===== src/rtl/bit_insertion_8x16_seq_if.sv =====
// Slice-in / word-out bus for bit_insertion_8x16_seq.
// The o_err signal is present only when BIT_INSERTION_OVERLAP_CHECK_EN is defined.
interface bit_insertion_8x16_seq_if #(
  parameter int DATA_WIDTH    = 16,
  parameter int IN_DATA_WIDTH = DATA_WIDTH >> 1,
  parameter int COMMAND_WIDTH = $clog2(DATA_WIDTH)
);
  logic                     i_valid;
  logic [IN_DATA_WIDTH-1:0] i_data_bus;
  logic                     i_en;
  logic [COMMAND_WIDTH-1:0] i_cmd;
  logic                     i_flush;
  logic                     o_ready;
  logic                     o_valid;
  logic [DATA_WIDTH-1:0]    o_data_bus;
  logic [DATA_WIDTH-1:0]    o_mask;
  logic                     i_ready;
`ifdef BIT_INSERTION_OVERLAP_CHECK_EN
  logic                     o_err;
`endif

  // The driver of slices and consumer of words.
  modport master (
    output i_valid, i_data_bus, i_en, i_cmd, i_flush, i_ready,
`ifdef BIT_INSERTION_OVERLAP_CHECK_EN
    input  o_err,
`endif
    input  o_ready, o_valid, o_data_bus, o_mask
  );

  // The insertion block itself.
  modport slave (
    input  i_valid, i_data_bus, i_en, i_cmd, i_flush, i_ready,
`ifdef BIT_INSERTION_OVERLAP_CHECK_EN
    output o_err,
`endif
    output o_ready, o_valid, o_data_bus, o_mask
  );
endinterface


===== src/rtl/bit_insertion_8x16_seq.sv =====
// bit_insertion_8x16_seq: places 8-bit slices into a 16-bit accumulator at a
// commanded offset (0..8), tracks written bits, and hands complete or flushed
// words to a one-entry valid/ready output register.
// Optional macro BIT_INSERTION_OVERLAP_CHECK_EN: rejects inserts that touch
// already-written bits and pulses o_err for one cycle.
//
// state        | meaning
// ST_EMPTY     | mask is zero, nothing accumulated
// ST_PARTIAL   | some bits written, word not yet complete
// ST_FULL_WAIT | word complete/flushed, waiting for output register; o_ready=0
module bit_insertion_8x16_seq #(
  parameter int DATA_WIDTH    = 16,
  parameter int IN_DATA_WIDTH = DATA_WIDTH >> 1,
  parameter int COMMAND_WIDTH = $clog2(DATA_WIDTH)
) (
  input logic                      clk,
  input logic                      rst,
  bit_insertion_8x16_seq_if.slave  bus
);

  typedef enum logic [1:0] {
    ST_EMPTY     = 2'd0,
    ST_PARTIAL   = 2'd1,
    ST_FULL_WAIT = 2'd2
  } state_t;

  localparam logic [DATA_WIDTH-1:0] SLICE_ONES = {{(DATA_WIDTH-IN_DATA_WIDTH){1'b0}}, {IN_DATA_WIDTH{1'b1}}};

  state_t                   state;
  logic [DATA_WIDTH-1:0]    acc;
  logic [DATA_WIDTH-1:0]    mask;

  logic [COMMAND_WIDTH-1:0] offset;
  logic [DATA_WIDTH-1:0]    slice_mask;
  logic [DATA_WIDTH-1:0]    slice_data;
  logic                     accept;
  logic                     overlap;
  logic                     do_ins;
  logic [DATA_WIDTH-1:0]    acc_n;
  logic [DATA_WIDTH-1:0]    mask_n;
  logic                     want_xfer;
  logic                     drain;
  logic                     out_free;

  // Next accumulator contents and transfer decision for this cycle.
  always_comb begin
    offset     = bus.i_cmd[3] ? ({1'b0, bus.i_cmd[2:0]} + 4'd1) : 4'd0;
    slice_mask = SLICE_ONES << offset;
    slice_data = {{(DATA_WIDTH-IN_DATA_WIDTH){1'b0}}, bus.i_data_bus} << offset;
    accept     = bus.i_valid & bus.i_en & bus.o_ready;
`ifdef BIT_INSERTION_OVERLAP_CHECK_EN
    overlap    = accept & (|(slice_mask & mask));
`else
    overlap    = 1'b0;
`endif
    do_ins     = accept & ~overlap;
    acc_n      = do_ins ? ((acc & ~slice_mask) | slice_data) : acc;
    mask_n     = do_ins ? (mask | slice_mask) : mask;
    want_xfer  = (do_ins & (mask_n == {DATA_WIDTH{1'b1}})) |
                 (bus.i_flush & bus.i_en & bus.o_ready & (mask_n != '0));
    drain      = bus.o_valid & bus.i_ready;
    out_free   = ~bus.o_valid | bus.i_ready;
  end

  // Accumulator FSM plus registered output word, handshake and error pulse.
  always_ff @(posedge clk) begin
    if (rst) begin
      state          <= ST_EMPTY;
      acc            <= '0;
      mask           <= '0;
      bus.o_ready    <= 1'b1;
      bus.o_valid    <= 1'b0;
      bus.o_data_bus <= '0;
      bus.o_mask     <= '0;
`ifdef BIT_INSERTION_OVERLAP_CHECK_EN
      bus.o_err      <= 1'b0;
`endif
    end else begin
`ifdef BIT_INSERTION_OVERLAP_CHECK_EN
      bus.o_err <= overlap;
`endif
      if (drain) bus.o_valid <= 1'b0;
      case (state)
        ST_FULL_WAIT: begin
          if (out_free) begin
            bus.o_valid    <= 1'b1;
            bus.o_data_bus <= acc;
            bus.o_mask     <= mask;
            acc            <= '0;
            mask           <= '0;
            state          <= ST_EMPTY;
            bus.o_ready    <= 1'b1;
          end
        end
        default: begin
          if (want_xfer && out_free) begin
            bus.o_valid    <= 1'b1;
            bus.o_data_bus <= acc_n;
            bus.o_mask     <= mask_n;
            acc            <= '0;
            mask           <= '0;
            state          <= ST_EMPTY;
          end else if (want_xfer) begin
            acc         <= acc_n;
            mask        <= mask_n;
            state       <= ST_FULL_WAIT;
            bus.o_ready <= 1'b0;
          end else begin
            acc   <= acc_n;
            mask  <= mask_n;
            state <= (mask_n == '0) ? ST_EMPTY : ST_PARTIAL;
          end
        end
      endcase
    end
  end

endmodule

===== src/flat_wrapper.sv =====
// flat-port wrapper written by rule: the top's interface ports become plain ports
module bit_insertion_8x16_seq_flat 
#(
  parameter int DATA_WIDTH    = 16,
  parameter int IN_DATA_WIDTH = DATA_WIDTH >> 1,
  parameter int COMMAND_WIDTH = $clog2(DATA_WIDTH)
)
  (clk, rst, bus_i_valid, bus_i_data_bus, bus_i_en, bus_i_cmd, bus_i_flush, bus_i_ready, bus_o_ready, bus_o_valid, bus_o_data_bus, bus_o_mask);
  bit_insertion_8x16_seq_if #(.DATA_WIDTH(DATA_WIDTH), .IN_DATA_WIDTH(IN_DATA_WIDTH), .COMMAND_WIDTH(COMMAND_WIDTH)) bus_i ();
  input logic clk;
  input logic rst;
  input wire logic [$bits(bus_i.i_valid)-1:0] bus_i_valid;
  input wire logic [$bits(bus_i.i_data_bus)-1:0] bus_i_data_bus;
  input wire logic [$bits(bus_i.i_en)-1:0] bus_i_en;
  input wire logic [$bits(bus_i.i_cmd)-1:0] bus_i_cmd;
  input wire logic [$bits(bus_i.i_flush)-1:0] bus_i_flush;
  input wire logic [$bits(bus_i.i_ready)-1:0] bus_i_ready;
  output wire logic [$bits(bus_i.o_ready)-1:0] bus_o_ready;
  output wire logic [$bits(bus_i.o_valid)-1:0] bus_o_valid;
  output wire logic [$bits(bus_i.o_data_bus)-1:0] bus_o_data_bus;
  output wire logic [$bits(bus_i.o_mask)-1:0] bus_o_mask;
  assign bus_i.i_valid = bus_i_valid;
  assign bus_i.i_data_bus = bus_i_data_bus;
  assign bus_i.i_en = bus_i_en;
  assign bus_i.i_cmd = bus_i_cmd;
  assign bus_i.i_flush = bus_i_flush;
  assign bus_i.i_ready = bus_i_ready;
  assign bus_o_ready = bus_i.o_ready;
  assign bus_o_valid = bus_i.o_valid;
  assign bus_o_data_bus = bus_i.o_data_bus;
  assign bus_o_mask = bus_i.o_mask;
  bit_insertion_8x16_seq #(.DATA_WIDTH(DATA_WIDTH), .IN_DATA_WIDTH(IN_DATA_WIDTH), .COMMAND_WIDTH(COMMAND_WIDTH)) u_core (.clk(clk), .rst(rst), .bus(bus_i));
endmodule

===== config.mk =====
export PLATFORM = sky130hd
export DESIGN_NAME = bit_insertion_8x16_seq_flat
export DESIGN_NICKNAME = d
export VERILOG_FILES = /design/src/rtl/bit_insertion_8x16_seq_if.sv /design/src/rtl/bit_insertion_8x16_seq.sv /design/src/flat_wrapper.sv
export SDC_FILE = /design/constraint.sdc
export NUM_CORES = 1
export LEC_CHECK = 0
export CAP_MARGIN = 15
export CELL_PAD_IN_SITES_DETAIL_PLACEMENT = 2
export CELL_PAD_IN_SITES_GLOBAL_PLACEMENT = 2
export CORE_MARGIN = 2
export CORE_UTILIZATION = 35
export DETAILED_ROUTE_END_ITERATION = 10
export HOLD_SLACK_MARGIN = 0.06
export PLACE_DENSITY_LB_ADDON = 0.2
export SETUP_SLACK_MARGIN = 0.3
export SYNTH_ARGS = -nofsm -noshare
export SYNTH_HDL_FRONTEND = slang
export SYNTH_SLANG_ARGS = --single-unit
export TNS_END_PERCENT = 30

===== constraint.sdc =====
create_clock -name clk -period 4.9 [get_ports clk]
set_clock_uncertainty 0.1 [all_clocks]
set_input_delay 0.98 -clock clk [delete_from_list [all_inputs] [get_ports clk]]
set_output_delay 0.98 -clock clk [all_outputs]
set_load 0.05 [all_outputs]

==> qor.log <==
[critical_path] critical path startpoint category primary input
[timing] Worst slew margin 0.310
[floorplanning] vertical die dimension 108 um
[placement] number of placed instances, taps included 645
[synthesis] Syn Nets 491
[synthesis] number of warning messages in the yosys log 0
[global_routing] number of global-route vias before repair 3981
[final_layout] count of inserted antenna diode cells 0
[synthesis] FF+latch count, synth 68
[synthesis] count of different cell masters after synthesis 57
[critical_path] data arrival at the endpoint of the critical path 4.32 ns
[floorplanning] FP Rows 38
[routing] number of vias in the routed layout 3802
[global_routing] initial antenna violation count 0
[global_routing] first-pass GRT wire length 21800 um
[timing] number of setup violations in the final report 0
[timing] unrepaired setup endpoints after global routing false
[floorplanning] Starting Density 0.356
[synthesis] proportion of synthesized chip area in sequential cells 0.356
[routing] count of routing violations after the opening detailed-route iteration 138
[final_layout] share of post-route cells with drive strength above 1 0.0787
[job] number of violations of the max-capacitance limit 0
[pwr] leakage power total 1.67 nW
[floorplanning] die width 108 um
[clock_network] TritonCTS clock tree built
[critical_path] slack of the worst reg-to-reg path 1.95 ns
[synthesis] number of cells produced by synthesis 472
[pwr] Cell Pwr Density 282 mW/mm^2
[synthesis] number of enable-type register cells in the synthesized netlist 0
[clock_network] CTS max path bufs 2
[final_layout] fill cell instance count of the final layout 1238
[critical_path] Required @ worst endpoint 5.06 ns
[timing] fraction of the cycle the final worst path needs 0.848
[global_routing] overflow left after global routing 0
[hold_path] hold path startpoint u_core.bus.o_mask[15]$_SDFFE_PP0P_
[synthesis] most numerous cell types in the synthesized netlist sky130_fd_sc_hd__dfxtp_1, sky130_fd_sc_hd__nor2_1, sky130_fd_sc_hd__nand2_1
[synthesis] fraction of synthesized cell area taken by the top area cell type 0.356
[run_status] run status finished, final reports clean
[floorplanning] Floorplan Core Area 0.0107 sq mm
[synthesis] Synth Cell Area 0.00382 sq mm
[clock_network] worst-skew pair later-pin latency 0.37 ns
[timing] f_max 241 MHz
[routing] Remaining DRCs 0
[timing] total negative slack for setup checks 0 ns
[synthesis] top area cells in the synthesized netlist sky130_fd_sc_hd__dfxtp_1, sky130_fd_sc_hd__mux2i_1, sky130_fd_sc_hd__nor2_1, sky130_fd_sc_hd__a21oi_1, sky130_fd_sc_hd__nand2_1
[clock_network] post-cts resize count 0
[clock_network] post-CTS setup buffers 0
[critical_path] terminus of the critical flop-to-flop path u_core.bus.o_data_bus[8]$_SDFFE_PP0P_
[synthesis] Yosys top cell by area sky130_fd_sc_hd__dfxtp_1
[critical_path] Worst Setup End Kind register
[routing] final routed wire length divided by cell count 20.8 um
[synthesis] Async S/R FF share, synth 0
[timing] number of hold violations in the final report 0
[placement] Final Wtd Congestion 0.864
[clock_network] clock-pin transition on the worst setup and hold timing paths 0.08 ns
[clock_network] H-tree level count 3
[synthesis] average cell area after synthesis 8.10 sq um
[clock_network] number of sinks driven by the clock tree 68
[hold_path] depth of the worst hold-timing path 2
[final_layout] area growth from synthesis to final layout 21.7%
[timing] number of slew-limit violations in the final report 0
[critical_path] Largest stage delay, worst path 0.53 ns
[critical_path] cell count of the worst reg-to-reg path 9
[global_routing] largest net degree at the start of global routing 37
[placement] placed wire-length estimate after detailed placement 10100 um
[critical_path] reg-to-reg critical path startpoint u_core.bus.o_ready$_SDFFE_PP1P_
[routing] total detailed-routing wirelength 13800 um
[hold_path] WHS Endpoint u_core.bus.o_mask[15]$_SDFFE_PP0P_
[hold_path] type of the most critical hold path register to register
[critical_path] type of the worst setup path primary input to register
[routing] number of routed nets with antenna violations 0
[clock_network] clock buffers created by TritonCTS 9
[floorplanning] count of boundary I/O pins 52
[routing] average vias per placed instance 5.75
[critical_path] Max Fanout on Critical Path 33
[pwr] maximum vdd ir drop 0.108 mV
[clock_network] number of hold buffers added after CTS 0
[floorplanning] overall die area 0.0118 sq mm
[critical_path] slowest library cell on the worst path sky130_fd_sc_hd__clkdlybuf4s50_1
[critical_path] crit-path cells clkdlybuf4s50_1, ha_1, buf_4, nand2b_1, a31oi_1, o21ai_0, a2111oi_4, nand3_2, a31oi_4, buf_12, mux2_2
[timing] transition time at the pin with the least slew margin 1.03 ns
[timing] minimum clock period after layout 4.15 ns
[synthesis] top flip-flop cell by instance count after synthesis sky130_fd_sc_hd__dfxtp_1
[clock_network] cell at the root of the clock tree sky130_fd_sc_hd__clkbuf_8
[final_layout] post-layout instance count excluding filler cells 661
[synthesis] cell with the most instances after synthesis sky130_fd_sc_hd__dfxtp_1
[placement] count of input and output buffers 51
[routing] number of detailed-routing iterations run before antenna repair 4
[global_routing] global-route usage over all layers 0.244
[final_layout] Final #Nets 535
==> power by group <==
part | switching [mW] | internal (mW) | total [mW]
clock | 0.235 | 0.196 | 0.431
sequential | 0.0171 | 0.573 | 0.591
combinational | 0.185 | 0.105 | 0.290
total | 0.437 | 0.875 | 1.31
==> stage by stage <==
stage                     power [mW]  hold WS (ns)   util  setup WS, ns  area [sq um]
after detailed placement       0.890         0.350  0.417         0.408          4480
after CTS                       1.32         0.366  0.433         0.782          4650
after global placement         0.879         0.345  0.417         0.501          4480
final                           1.31         0.360  0.433         0.745          4650
after floorplan                0.788         0.348      -          1.30          3820
after global routing            1.37         0.386  0.433         0.527          4650
==> registers in the layout (all words and copies together) (netlist names) <==
register               cells
u_core.bus.o_valid         1
u_core.mask               16
u_core.acc                16
u_core.bus.o_data_bus     16
u_core.bus.o_mask         16
u_core.state               2
u_core.bus.o_ready         1
==> metal layers <==
layer,share of wire,global-route usage,vias to the layer above
li1,-,-,1794
met1,0.46,0.310,1899
met2,0.48,0.418,83
met3,0.035,0.0422,26
met4,0.023,0.0824,0
met5,0,0,-
==> placed cells by master, fill, tap and decap left out, drive strengths merged, types with 4 or more instances in the layout <==
| cell type | instances |
|---|---|
| a31oi | 15 |
| buf | 15 |
| dfxtp | 68 |
| nor2 | 58 |
| nand2 | 47 |
| a21oi | 42 |
| nor3 | 8 |
| nor4 | 4 |
| nand2b | 6 |
| o211ai | 4 |
| and3 | 7 |
| clkdlybuf4s50 | 51 |
| mux2i | 23 |
| clkbuf | 12 |
| o21a | 4 |
| inv | 9 |
| mux2 | 16 |
| nor2b | 24 |
| o21ai | 32 |
| nand3 | 12 |
| nand4 | 4 |
==> worst max-delay path by stage <==
| stage | start | endpoint | slack [ns] | cells after the start |
|---|---|---|---|---|
| 6_report | bus_i_cmd[1] | u_core.bus.o_data_bus[8]$_SDFFE_PP0P_ | 0.75 | 11 |
| 5_1_grt | bus_i_cmd[1] | u_core.bus.o_mask[1]$_SDFFE_PP0P_ | 0.53 | 10 |
| 4_1_cts | bus_i_cmd[1] | u_core.bus.o_data_bus[8]$_SDFFE_PP0P_ | 0.78 | 11 |
| 3_5_place_dp | bus_i_cmd[1] | u_core.bus.o_data_bus[8]$_SDFFE_PP0P_ | 0.41 | 11 |
| 3_3_place_gp | bus_i_cmd[1] | u_core.bus.o_data_bus[8]$_SDFFE_PP0P_ | 0.50 | 11 |
| 2_1_floorplan | bus_i_cmd[0] | u_core.bus.o_data_bus[3]$_SDFFE_PP0P_ | 1.30 | 10 |
==> worst max-delay path, delay by kind of cell <==
family	cells	cell delay [ns]
AO/OA/AOI/OAI	4	1.17
adder cells (fa/ha/maj)	1	0.39
buffers and inverters	3	1.07
multiplexers	1	0.37
AND/OR/NAND/NOR	2	0.32
==> cells by family (layout without fill, tap and decap cells) <==
family | Yosys count | in the layout | share of synthesized area
AND/OR/NAND/NOR | 181 | 181 | 0.227
AO/OA/AOI/OAI | 134 | 134 | 0.229
flip-flops | 68 | 68 | 0.356
multiplexers | 42 | 42 | 0.125
buffers and inverters | 42 | 91 | 0.0498
XOR/XNOR | 4 | 4 | 0.00917
adder cells (fa/ha/maj) | 1 | 1 | 0.00327
==> layout make-up <==
class | count | area [sq um] | area share
multi-input cells | 362 | 2270 | 0.489
clock inverters | 4 | 25.0 | 0.00538
well taps | 140 | 175 | 0.0377
repair buffers | 66 | 636 | 0.137
flip-flops and latches | 68 | 1360 | 0.293
clock buffers | 12 | 145 | 0.0312
inverters | 9 | 33.8 | 0.00727
Power figures use the tool's default switching activity.
